## src/rtl/bin_to_bcd_seq_pkg.sv

```systemverilog
// Shared display constants: converter FSM encoding and BCD digit geometry,
// also used by the BCD-to-seven-segment stage.
package bin_to_bcd_seq_pkg;

  localparam int BCD_W      = 4;
  localparam int BCD_DIGITS = 3;
  localparam int STATE_W    = 1;

  localparam logic [STATE_W-1:0] ST_IDLE    = 1'b0;
  localparam logic [STATE_W-1:0] ST_CONVERT = 1'b1;

endpackage

```

## src/rtl/bin_to_bcd_seq_add3.sv

```systemverilog
// Double-dabble correction for one BCD digit: add 3 when the digit is 5 or more.
module bcd_add3_digit
  import bin_to_bcd_seq_pkg::*;
(
  input  logic [BCD_W-1:0] digit_i,
  output logic [BCD_W-1:0] digit_o
);

  always_comb begin
    digit_o = digit_i;
    if (digit_i >= BCD_W'(5)) digit_o = digit_i + BCD_W'(3);
  end

endmodule

```

## src/rtl/bin_to_bcd_seq.sv

```systemverilog
// Sequential binary-to-BCD converter (double dabble, one bit per clock) with
// sign extraction, feeding the seven-segment display stage.
module bin_to_bcd_seq
  import bin_to_bcd_seq_pkg::*;
#(
  parameter int DATA_WIDTH = 8,
  parameter bit SIGNED     = 1'b1
) (
  input  logic                  clk,
  input  logic                  rst_n,
  input  logic                  start,
  input  logic [DATA_WIDTH-1:0] data_in,
  output logic                  busy,
  output logic                  done,
  output logic                  negative,
  output logic [BCD_W-1:0]      bcd_hundreds,
  output logic [BCD_W-1:0]      bcd_tens,
  output logic [BCD_W-1:0]      bcd_units,
  output logic [STATE_W-1:0]    dbg_state
);

  localparam int DIG_W = BCD_DIGITS * BCD_W;
  localparam int SCR_W = DIG_W + DATA_WIDTH;
  localparam int CNT_W = $clog2(DATA_WIDTH + 1);

  // Handshake: start is sampled only while busy=0; done pulses for one cycle
  // with busy=0 and new outputs, so a start in the done cycle is accepted.

  logic [STATE_W-1:0] state_q, state_d;
  logic [SCR_W-1:0]   scratch_q, scratch_d;
  logic [CNT_W-1:0]   cnt_q, cnt_d;
  logic               sign_q, sign_d;
  logic               done_q, done_d;
  logic               neg_q, neg_d;
  logic [DIG_W-1:0]   bcd_q, bcd_d;

  logic [DATA_WIDTH:0] mag_full;
  logic [DIG_W-1:0]    corr;
  logic [SCR_W-1:0]    step;

  for (genvar g = 0; g < BCD_DIGITS; g++) begin : g_add3
    bcd_add3_digit u_add3 (
      .digit_i (scratch_q[DATA_WIDTH + g*BCD_W +: BCD_W]),
      .digit_o (corr[g*BCD_W +: BCD_W])
    );
  end

  // The magnitude's top bit is always 0 for in-range inputs, so loading it
  // into the units LSB leaves the digit field numerically zero.
  always_comb begin
    mag_full = {1'b0, data_in};
    if (SIGNED && data_in[DATA_WIDTH-1]) mag_full = -{data_in[DATA_WIDTH-1], data_in};
    step = {corr, scratch_q[DATA_WIDTH-1:0]} << 1;
  end

  always_comb begin
    state_d   = state_q;
    scratch_d = scratch_q;
    cnt_d     = cnt_q;
    sign_d    = sign_q;
    done_d    = 1'b0;
    neg_d     = neg_q;
    bcd_d     = bcd_q;
    case (state_q)
      ST_IDLE: begin
        if (start) begin
          state_d   = ST_CONVERT;
          scratch_d = SCR_W'(mag_full);
          cnt_d     = CNT_W'(DATA_WIDTH);
          sign_d    = SIGNED && data_in[DATA_WIDTH-1];
        end
      end
      ST_CONVERT: begin
        scratch_d = step;
        cnt_d     = cnt_q - CNT_W'(1);
        if (cnt_q == CNT_W'(1)) begin
          state_d = ST_IDLE;
          done_d  = 1'b1;
          neg_d   = sign_q;
          bcd_d   = step[SCR_W-1 -: DIG_W];
        end
      end
      default: state_d = ST_IDLE;
    endcase
  end

  always_ff @(posedge clk or negedge rst_n) begin
    if (!rst_n) begin
      state_q   <= ST_IDLE;
      scratch_q <= '0;
      cnt_q     <= '0;
      sign_q    <= 1'b0;
      done_q    <= 1'b0;
      neg_q     <= 1'b0;
      bcd_q     <= '0;
    end else begin
      state_q   <= state_d;
      scratch_q <= scratch_d;
      cnt_q     <= cnt_d;
      sign_q    <= sign_d;
      done_q    <= done_d;
      neg_q     <= neg_d;
      bcd_q     <= bcd_d;
    end
  end

  assign busy         = (state_q == ST_CONVERT);
  assign done         = done_q;
  assign negative     = neg_q;
  assign bcd_hundreds = bcd_q[2*BCD_W +: BCD_W];
  assign bcd_tens     = bcd_q[BCD_W +: BCD_W];
  assign bcd_units    = bcd_q[0 +: BCD_W];
  assign dbg_state    = state_q;

endmodule
```

## config.mk

```make
export PLATFORM = sky130hd
export DESIGN_NAME = bin_to_bcd_seq
export DESIGN_NICKNAME = d
export VERILOG_FILES = /design/src/rtl/bin_to_bcd_seq_pkg.sv /design/src/rtl/bin_to_bcd_seq_add3.sv /design/src/rtl/bin_to_bcd_seq.sv
export SDC_FILE = /design/constraint.sdc
export NUM_CORES = 1
export LEC_CHECK = 0
export CORE_ASPECT_RATIO = 0.8
export CORE_UTILIZATION = 50
export DETAILED_ROUTE_END_ITERATION = 6
export HOLD_SLACK_MARGIN = 0.05
export PLACE_DENSITY = 0.71
export SLEW_MARGIN = 20
export SYNTH_ARGS = -nofsm -noshare
export SYNTH_HDL_FRONTEND = slang
export SYNTH_SLANG_ARGS = --single-unit
```

## constraint.sdc

```tcl
create_clock -name clk -period 3.8 [get_ports clk]
set_input_delay 0.76 -clock clk [delete_from_list [all_inputs] [get_ports clk]]
set_output_delay 0.76 -clock clk [all_outputs]
set_load 0.05 [all_outputs]
```

# Word level (Yosys, flattened, before mapping)

Index checks and enable logic that the tools add are counted.

Output and inout port bits: 16
Flip-flop bits (word level): 40
Bits of input ports: 11

Add/sub/neg operators: 5
Equality and inequality tests: 2
Order comparisons: 3
Reduce and logical (&&, ||, !) cells: 2
Mux-type cells: 13
Bitwise logic cells: 1

Operators with widths:

| kind                                                                                 | number |
|---|---|
| 20-bit case mux with 2 select lines                                                  | 1 |
| 20-bit two-way mux                                                                   | 1 |
| 4-bit by 3-bit greater-or-equal comparator with 1-bit output (second input constant) | 3 |
| 4-bit two-way mux                                                                    | 3 |
| 9-bit two-way mux                                                                    | 1 |
| 9-bit negation                                                                       | 1 |
| 4-bit by 2-bit adder with 4-bit output (second input constant)                       | 2 |
| 4-bit case mux with 2 select lines                                                   | 1 |
| 4-bit by 1-bit equality test with 1-bit output (second input constant)               | 1 |
| 1-bit two-way mux                                                                    | 4 |
| 2-bit AND reduction                                                                  | 2 |
| 4-bit by 1-bit subtractor with 4-bit output (second input constant)                  | 1 |
| 3-bit by 2-bit adder with 3-bit output (second input constant)                       | 1 |
| 3-bit two-way mux                                                                    | 1 |
| 2-bit inequality test (second input constant)                                        | 1 |
| 1-bit case mux with 2 select lines                                                   | 1 |
| 1-bit NOT                                                                            | 1 |

# Longest topological paths before layout

Gate-level depths: netlist (run 1).

Depth in word-level cells: 4
Gate-level depth with buffers: 7

# By module

Synthesis (run 1) repeated with hierarchy kept, for this count alone.

Cells, all modules: 189
Area, all modules: 2092.0 µm²

By module, submodules not included:

| module         | cells each | area each (µm²) | instances |
|---|---|---|---|
| bin_to_bcd_seq | 141        | 1788.0          | 1 |
| bcd_add3_digit | 16         | 101.3           | 3 |

# Least setup slack after synthesis (run 1)

OpenSTA, ideal clock, no wires.

Path kind: in2reg
From: in data_in[4]
To: reg scratch_q[6]
Path slack: 2.028 ns
Stages on the path: 4
Data required time: 3.696 ns
Setup time: 0.104 ns
Arrival: 1.668 ns
Cell sequence: or3_4 > o21ai_2 > mux2_2 > o311ai_1

Cells in the longest elaborated chain, start to end: 4

RTL lines:

| what                                | line                 | source |
|---|---|---|
| start: declaration                  | bin_to_bcd_seq.sv:12 | `input logic [DATA_WIDTH-1:0] data_in,` |
| 9-bit negation                      | bin_to_bcd_seq.sv:52 | `if (SIGNED && data_in[DATA_WIDTH-1]) mag_full = -{data_in[DATA_WIDTH-1], data_in};` |
| 9-bit two-way mux                   | bin_to_bcd_seq.sv:52 |  |
| 20-bit two-way mux                  | bin_to_bcd_seq.sv:66 | `if (start) begin` |
| 20-bit case mux with 2 select lines | bin_to_bcd_seq.sv:64 | `case (state_q)` |
| end signal: assignment              | bin_to_bcd_seq.sv:98 | `scratch_q <= scratch_d;` |
| end: declaration                    | bin_to_bcd_seq.sv:30 | `logic [SCR_W-1:0] scratch_q, scratch_d;` |

No other way between the ends. The select of a mux whose other input is x is not followed.
A chain may end at the register's enable or synchronous reset.

# Worst setup path after layout (run 1)

From: reg state_q, in the netlist busy
To: out busy

RTL lines:

| what                     | line                 | source |
|---|---|---|
| start: declaration       | bin_to_bcd_seq.sv:29 | `logic [STATE_W-1:0] state_q, state_d;` |
| start signal: assignment | bin_to_bcd_seq.sv:97 | `state_q <= state_d;` |
| end: declaration         | bin_to_bcd_seq.sv:13 | `output logic busy,` |

No word-level cell between the ends.

==> flow_metrics.tcl, run 1 <==
set metrics [dict create \
    status "complete, no violations" \
    clockBufferDepth 2 \
    grt.overflow.total 0 \
    crit_type "register to output pin" \
    powerDensity_nw_per_um2 932 \
    num_io_pins 27 \
    arrival_ns 1.71 \
    synth_area_leader_cell "dfrtp_1" \
    layout-drive-gt1-share 0.0948 \
    vias 1549 \
    gp_congestion 0.828 \
    min_period_ns 2.47 \
    die-area_um2 4410 \
    nNetsFinal 251 \
    start_util 0.535 \
    synth_area_leaders "dfrtp_1 (48%), ha_1 (5.4%), nand2_1 (5.4%)" \
    drc 0 \
    track_usage 0.212 \
    cts_tree "done" \
    r2r-start "cnt_q[1]" \
    finalSetupTns_ns 0 \
    cts.repair.resized 0 \
    area_delta_synth_final_pct 18.6 \
    combPwrFrac 0.517 \
    antenna_found_initial 0 \
    cpPeakStageDelay_ns 0.87 \
    ys_warn_count 0 \
    insertion_delay_ns 0.29 \
    die_w_um 74.0 \
    hold_buffers 0 \
    core_area_um2 3880 \
    post_cts_buffers 0 \
    synth_nets 227 \
    diodes 0 \
    ys_seq_area_frac 0.483 \
    synth_seq_cells 40 \
    syn-instance-count 207 \
    synth_area_um2 2070 \
    hold_class "register to register" \
    path_cells "clkdlybuf4s50_1" \
    switching_share 0.438 \
    whs_ns 0.481 \
    clock.fmax_mhz 405 \
    cts-root-buf "clkbuf_8" \
    grt_pass1_vias 1566 \
    cp.required_ns 3.04 \
    wl_met3_um 242 \
    seq_power_share 0.333 \
    avgSynthCellArea_um2 10.0 \
    wl_um 4110 \
    top_layer "met4" \
    drt_iter0_markers 79 \
    p_clk_frac 0.150 \
    clk_pin_slew_ns 0.08 \
    startpoint "busy" \
    rsz0062_at_grt "no" \
    cts_buffers 5 \
    clock_sinks 40 \
    ir_drop_uv 500 \
    num_rows 20 \
    die-height_um 59.6 \
    slew_viol_final 0 \
    numPortBuffers 26 \
    startpoint_type "register" \
    ys_types 37 \
    critPathBufInv 1 \
    drtPass1Iterations 4 \
    max-slew-margin-rel 0.410 \
    internal-power_mw 1.29 \
    grt_pass1_wl_um 6980 \
    yosys.area.top_type_share 0.483 \
    route.layer.met1.wl_um 1850 \
    cp_max_fo 12 \
    hp-start "bcd_q[1]" \
    clock_skew_ns 0.00909 \
    h-tree-depth 2 \
    detail_route.wl_per_cell_um 14.3 \
    met2WireLength_um 2000 \
    crit_family "buffers and inverters" \
    finalCritPeriodShare 0.650 \
    setup_viol 0 \
    dpl.hpwl_um 2870 \
    worst_pin_slew_ns 0.885 \
    drv_cap 0 \
    hold_viol_final 0 \
    grt_max_degree 41 \
    leakagePower_nw 1.13 \
    critPathCaptureType "output pin" \
    cp_slowest_cell "clkdlybuf4s50_1" \
    drtAntennaViolNets 0 \
    viasPerCell 5.40 \
    p_sw_mw 1.00 \
]
metal layers:
metal	track usage	vias to the layer above
met5	0	-
met4	0.0714	0
met3	0.0459	2
met2	0.352	42
met1	0.275	749
li1	-	756
sequential cells by signal (all words and copies together), names as in the netlist:
signal,flops
cnt_q,4
bcd_q,12
busy,1
scratch_q,20
negative,1
sign_q,1
done,1
cells in the mapped netlist, drive strengths merged:
cell    number
mux2         5
xor2         3
a221oi       1
clkbuf       2
nand2b       8
dfrtp       40
nand3b       1
nor4b        1
a21o         6
nand2       30
nor2        11
ha           9
nor3         4
xnor2        6
a32o         3
a21boi       1
nand3        1
a31oi        3
inv         13
mux2i       10
or3          2
a21oi       10
o311ai       1
o31ai        4
nor3b        7
o211ai       1
buf          8
o21ai       16
power groups by stage:
| stage | Clock, mW | Combinational (mW) | Sequential (mW) |
|---|---|---|---|
| after global placement | 0 | 1.13 | 0.762 |
| after global routing | 0.370 | 1.29 | 0.791 |
| after CTS | 0.353 | 1.19 | 0.762 |
| after floorplan | 0 | 0.660 | 0.975 |
| final | 0.344 | 1.18 | 0.763 |
| after detailed placement | 0 | 1.18 | 0.770 |
through the flow:
stage	instances	area [µm²]	utilization	total power [mW]	setup WS [ns]
6_report	287	2460	0.634	2.29	1.33
5_1_grt	287	2460	0.634	2.45	1.19
4_1_cts	287	2460	0.634	2.30	1.32
3_5_place_dp	279	2350	0.605	1.95	1.05
3_3_place_gp	279	2350	0.605	1.89	1.14
2_1_floorplan	207	2070	-	1.64	2.03
worst paths after layout:
check                                     end  slack, ns  cells after the start
max in group asynchronous       scratch_q[18]       2.66                      1
worst min-delay path                 bcd_q[1]       0.48                      2
worst min register to register       bcd_q[1]       0.48                      2
worst max register to register       bcd_q[6]       1.87                      5
worst max-delay path                     busy       1.33                      1
min in group asynchronous            cnt_q[1]       0.59                      1
logic make-up (layout without fill, tap and decap cells):
group	Yosys count	in the layout	synth area share
buffers and inverters	23	48	0.0513
multiplexers	15	15	0.0754
AND/OR/NAND/NOR	65	65	0.152
flip-flops	40	40	0.483
adder cells (fa/ha/maj)	9	9	0.0543
XOR/XNOR	9	9	0.0380
AO/OA/AOI/OAI	46	46	0.146
cells in the final DEF (no fill, tap or decap), types with 2 or more instances in the layout:
| cell type | n |
|---|---|
| mux2_2 | 5 |
| clkbuf_8 | 5 |
| dfrtp_1 | 40 |
| nand2_1 | 30 |
| nor2_1 | 11 |
| o21ai_0 | 14 |
| a21o_1 | 6 |
| nand2b_1 | 8 |
| a21oi_2 | 2 |
| ha_1 | 9 |
| inv_2 | 2 |
| a21oi_1 | 8 |
| xor2_1 | 3 |
| inv_1 | 11 |
| clkdlybuf4s50_1 | 25 |
| a32o_1 | 3 |
| o31ai_1 | 3 |
| a31oi_1 | 3 |
| nor3_1 | 4 |
| xnor2_1 | 6 |
| mux2i_1 | 10 |
| nor3b_1 | 7 |
cell type report:
class / instances / area (µm²)
clock buffers: 5 / 68.8
repair buffers: 27 / 263
inverters: 13 / 48.8
clock inverters: 3 / 42.5
flip-flops and latches: 40 / 1000
multi-input cells: 144 / 966
fillers: 325 / 1420
well taps: 55 / 68.8
No activity file was read; power rests on OpenSTA's default activity.
==> inputs of run 2 (changes only) <==
- clock period: 3.8 -> 2.4 ns (I/O delays scaled with it)
==> run 2 against run 1 <==
Against the previous run:
- clock power up 15%
- clock skew shrank 0.0024 ns
- first-iteration DRC count up 16%
- setup slack got worse by 0.86 ns
- utilization did not move
- largest power group unchanged
==> flow_metrics.tcl, run 2 (synthesis results as in run 1) <==
set metrics [dict create \
    dpl_cell_area_um2 2390 \
    post_cts_buffers 0 \
    die_w_um 74.0 \
    num_rows 20 \
    clk_pin_slew_ns 0.07 \
    fin_ws_ns 0.470 \
    max-slew-margin-rel 0.421 \
    dpl.hpwl_um 2790 \
    powerDensity_nw_per_um2 1420 \
    num_io_pins 27 \
    hold_viol_final 0 \
    critPathBufInv 1 \
    area_delta_synth_final_pct 18.6 \
    cp_slowest_cell "clkdlybuf4s50_1" \
    detail_route.wl_per_cell_um 13.8 \
    crit_type "register to output pin" \
    drtPass1Iterations 4 \
    worst_pin_slew_ns 0.868 \
    status "complete, no violations" \
    nNetsFinal 254 \
    clock_skew_ns 0.00667 \
    antenna_found_initial 0 \
    top_regs "scratch_q (20), bcd_q (12), cnt_q (4)" \
    gp_congestion 0.774 \
    place_ws_ns 0.371 \
    finalSetupTns_ns 0 \
    drtAntennaViolNets 0 \
    dp.cells 282 \
    track_usage 0.212 \
    drv_cap 0 \
    drc 0 \
    cp.required_ns 1.92 \
    die-area_um2 4410 \
    die-height_um 59.6 \
    drt_iter0_markers 92 \
    arrival_ns 1.45 \
    whs_ns 0.316 \
    grt_pass1_wl_um 6890 \
    layout-drive-gt1-share 0.103 \
    path_cells "clkdlybuf4s50_1" \
    wl_um 3970 \
    regMostFlops "scratch_q" \
    numPortBuffers 26 \
    crit_family "buffers and inverters" \
    setup_viol 0 \
    largest_register_ff_count 20 \
    grt_max_degree 41 \
    min_period_ns 1.93 \
    leakagePower_nw 1.14 \
    cts.repair.resized 0 \
    fin_area_um2 2460 \
    hold_class "input port to asynchronous set/reset pin" \
    final_util 0.634 \
    clockBufferDepth 2 \
    clock.fmax_mhz 518 \
    cts_tree "done" \
    ir_drop_uv 686 \
    grt_pass1_vias 1590 \
    grt.overflow.total 0 \
    h-tree-depth 2 \
    final_common_cell "dfrtp_1" \
    hold_buffers 0 \
    cpPeakStageDelay_ns 0.80 \
    startpoint_type "register" \
    core_area_um2 3880 \
    final_cells 287 \
    viasPerCell 5.43 \
    insertion_delay_ns 0.28 \
    cp_max_fo 2 \
    diodes 0 \
    rsz0062_at_grt "no" \
    power_mw 3.50 \
    cts-root-buf "clkbuf_8" \
    clock_sinks 40 \
    critPathCaptureType "output pin" \
    cts_buffers 5 \
    finalCritPeriodShare 0.804 \
    start_util 0.535 \
    vias 1558 \
    slew_viol_final 0 \
    mostFrequentLayoutCells "dfrtp_1 (40), nand2_1 (30), clkdlybuf4s50_1 (23)" \
]
==> run 2: cell types whose count changed in the layout (fill, tap and decap cells not counted) <==
cell and change:
buf_4 +3, buf_12 +2, clkdlybuf4s50_1 -2, bufinv_16 -1, clkinv_2 -1, clkinvlp_4 -1
==> run 2: layer usage <==
metal	track usage	part of all wire
met3	0.0527	0.038
met2	0.361	0.49
met1	0.260	0.46
met4	0.0824	0.010
met5	0	0
==> run 2: report_power, final <==
group | switching (mW) | leakage (nW) | internal [mW]
clock network | 0.208 | 0.0359 | 0.187
registers | 0.212 | 0.502 | 0.980
logic | 1.11 | 0.603 | 0.796
total | 1.53 | 1.14 | 1.96
==> run 2: final timing paths <==
check                                   from           end  slack [ns]  depth (start not counted)
worst min register to register      bcd_q[2]      bcd_q[2]        0.48                          2
min in group clk                    bcd_q[2]      bcd_q[2]        0.48                          2
max in group asynchronous              rst_n  scratch_q[8]        1.54                          1
worst max register to register  scratch_q[8]      bcd_q[2]        0.74                          6
worst max-delay path                bcd_q[7]   bcd_tens[3]        0.47                          1
worst min-delay path                   rst_n      cnt_q[2]        0.32                          1
==> run 2: layout make-up <==
type	instances	area, µm²
Tap cell	55	68.8
Fill cell	330	1420
Inverter	13	48.8
Sequential cell	40	1000
Multi-Input combinational cell	144	966
Clock buffer	5	68.8
Timing Repair Buffer	30	305
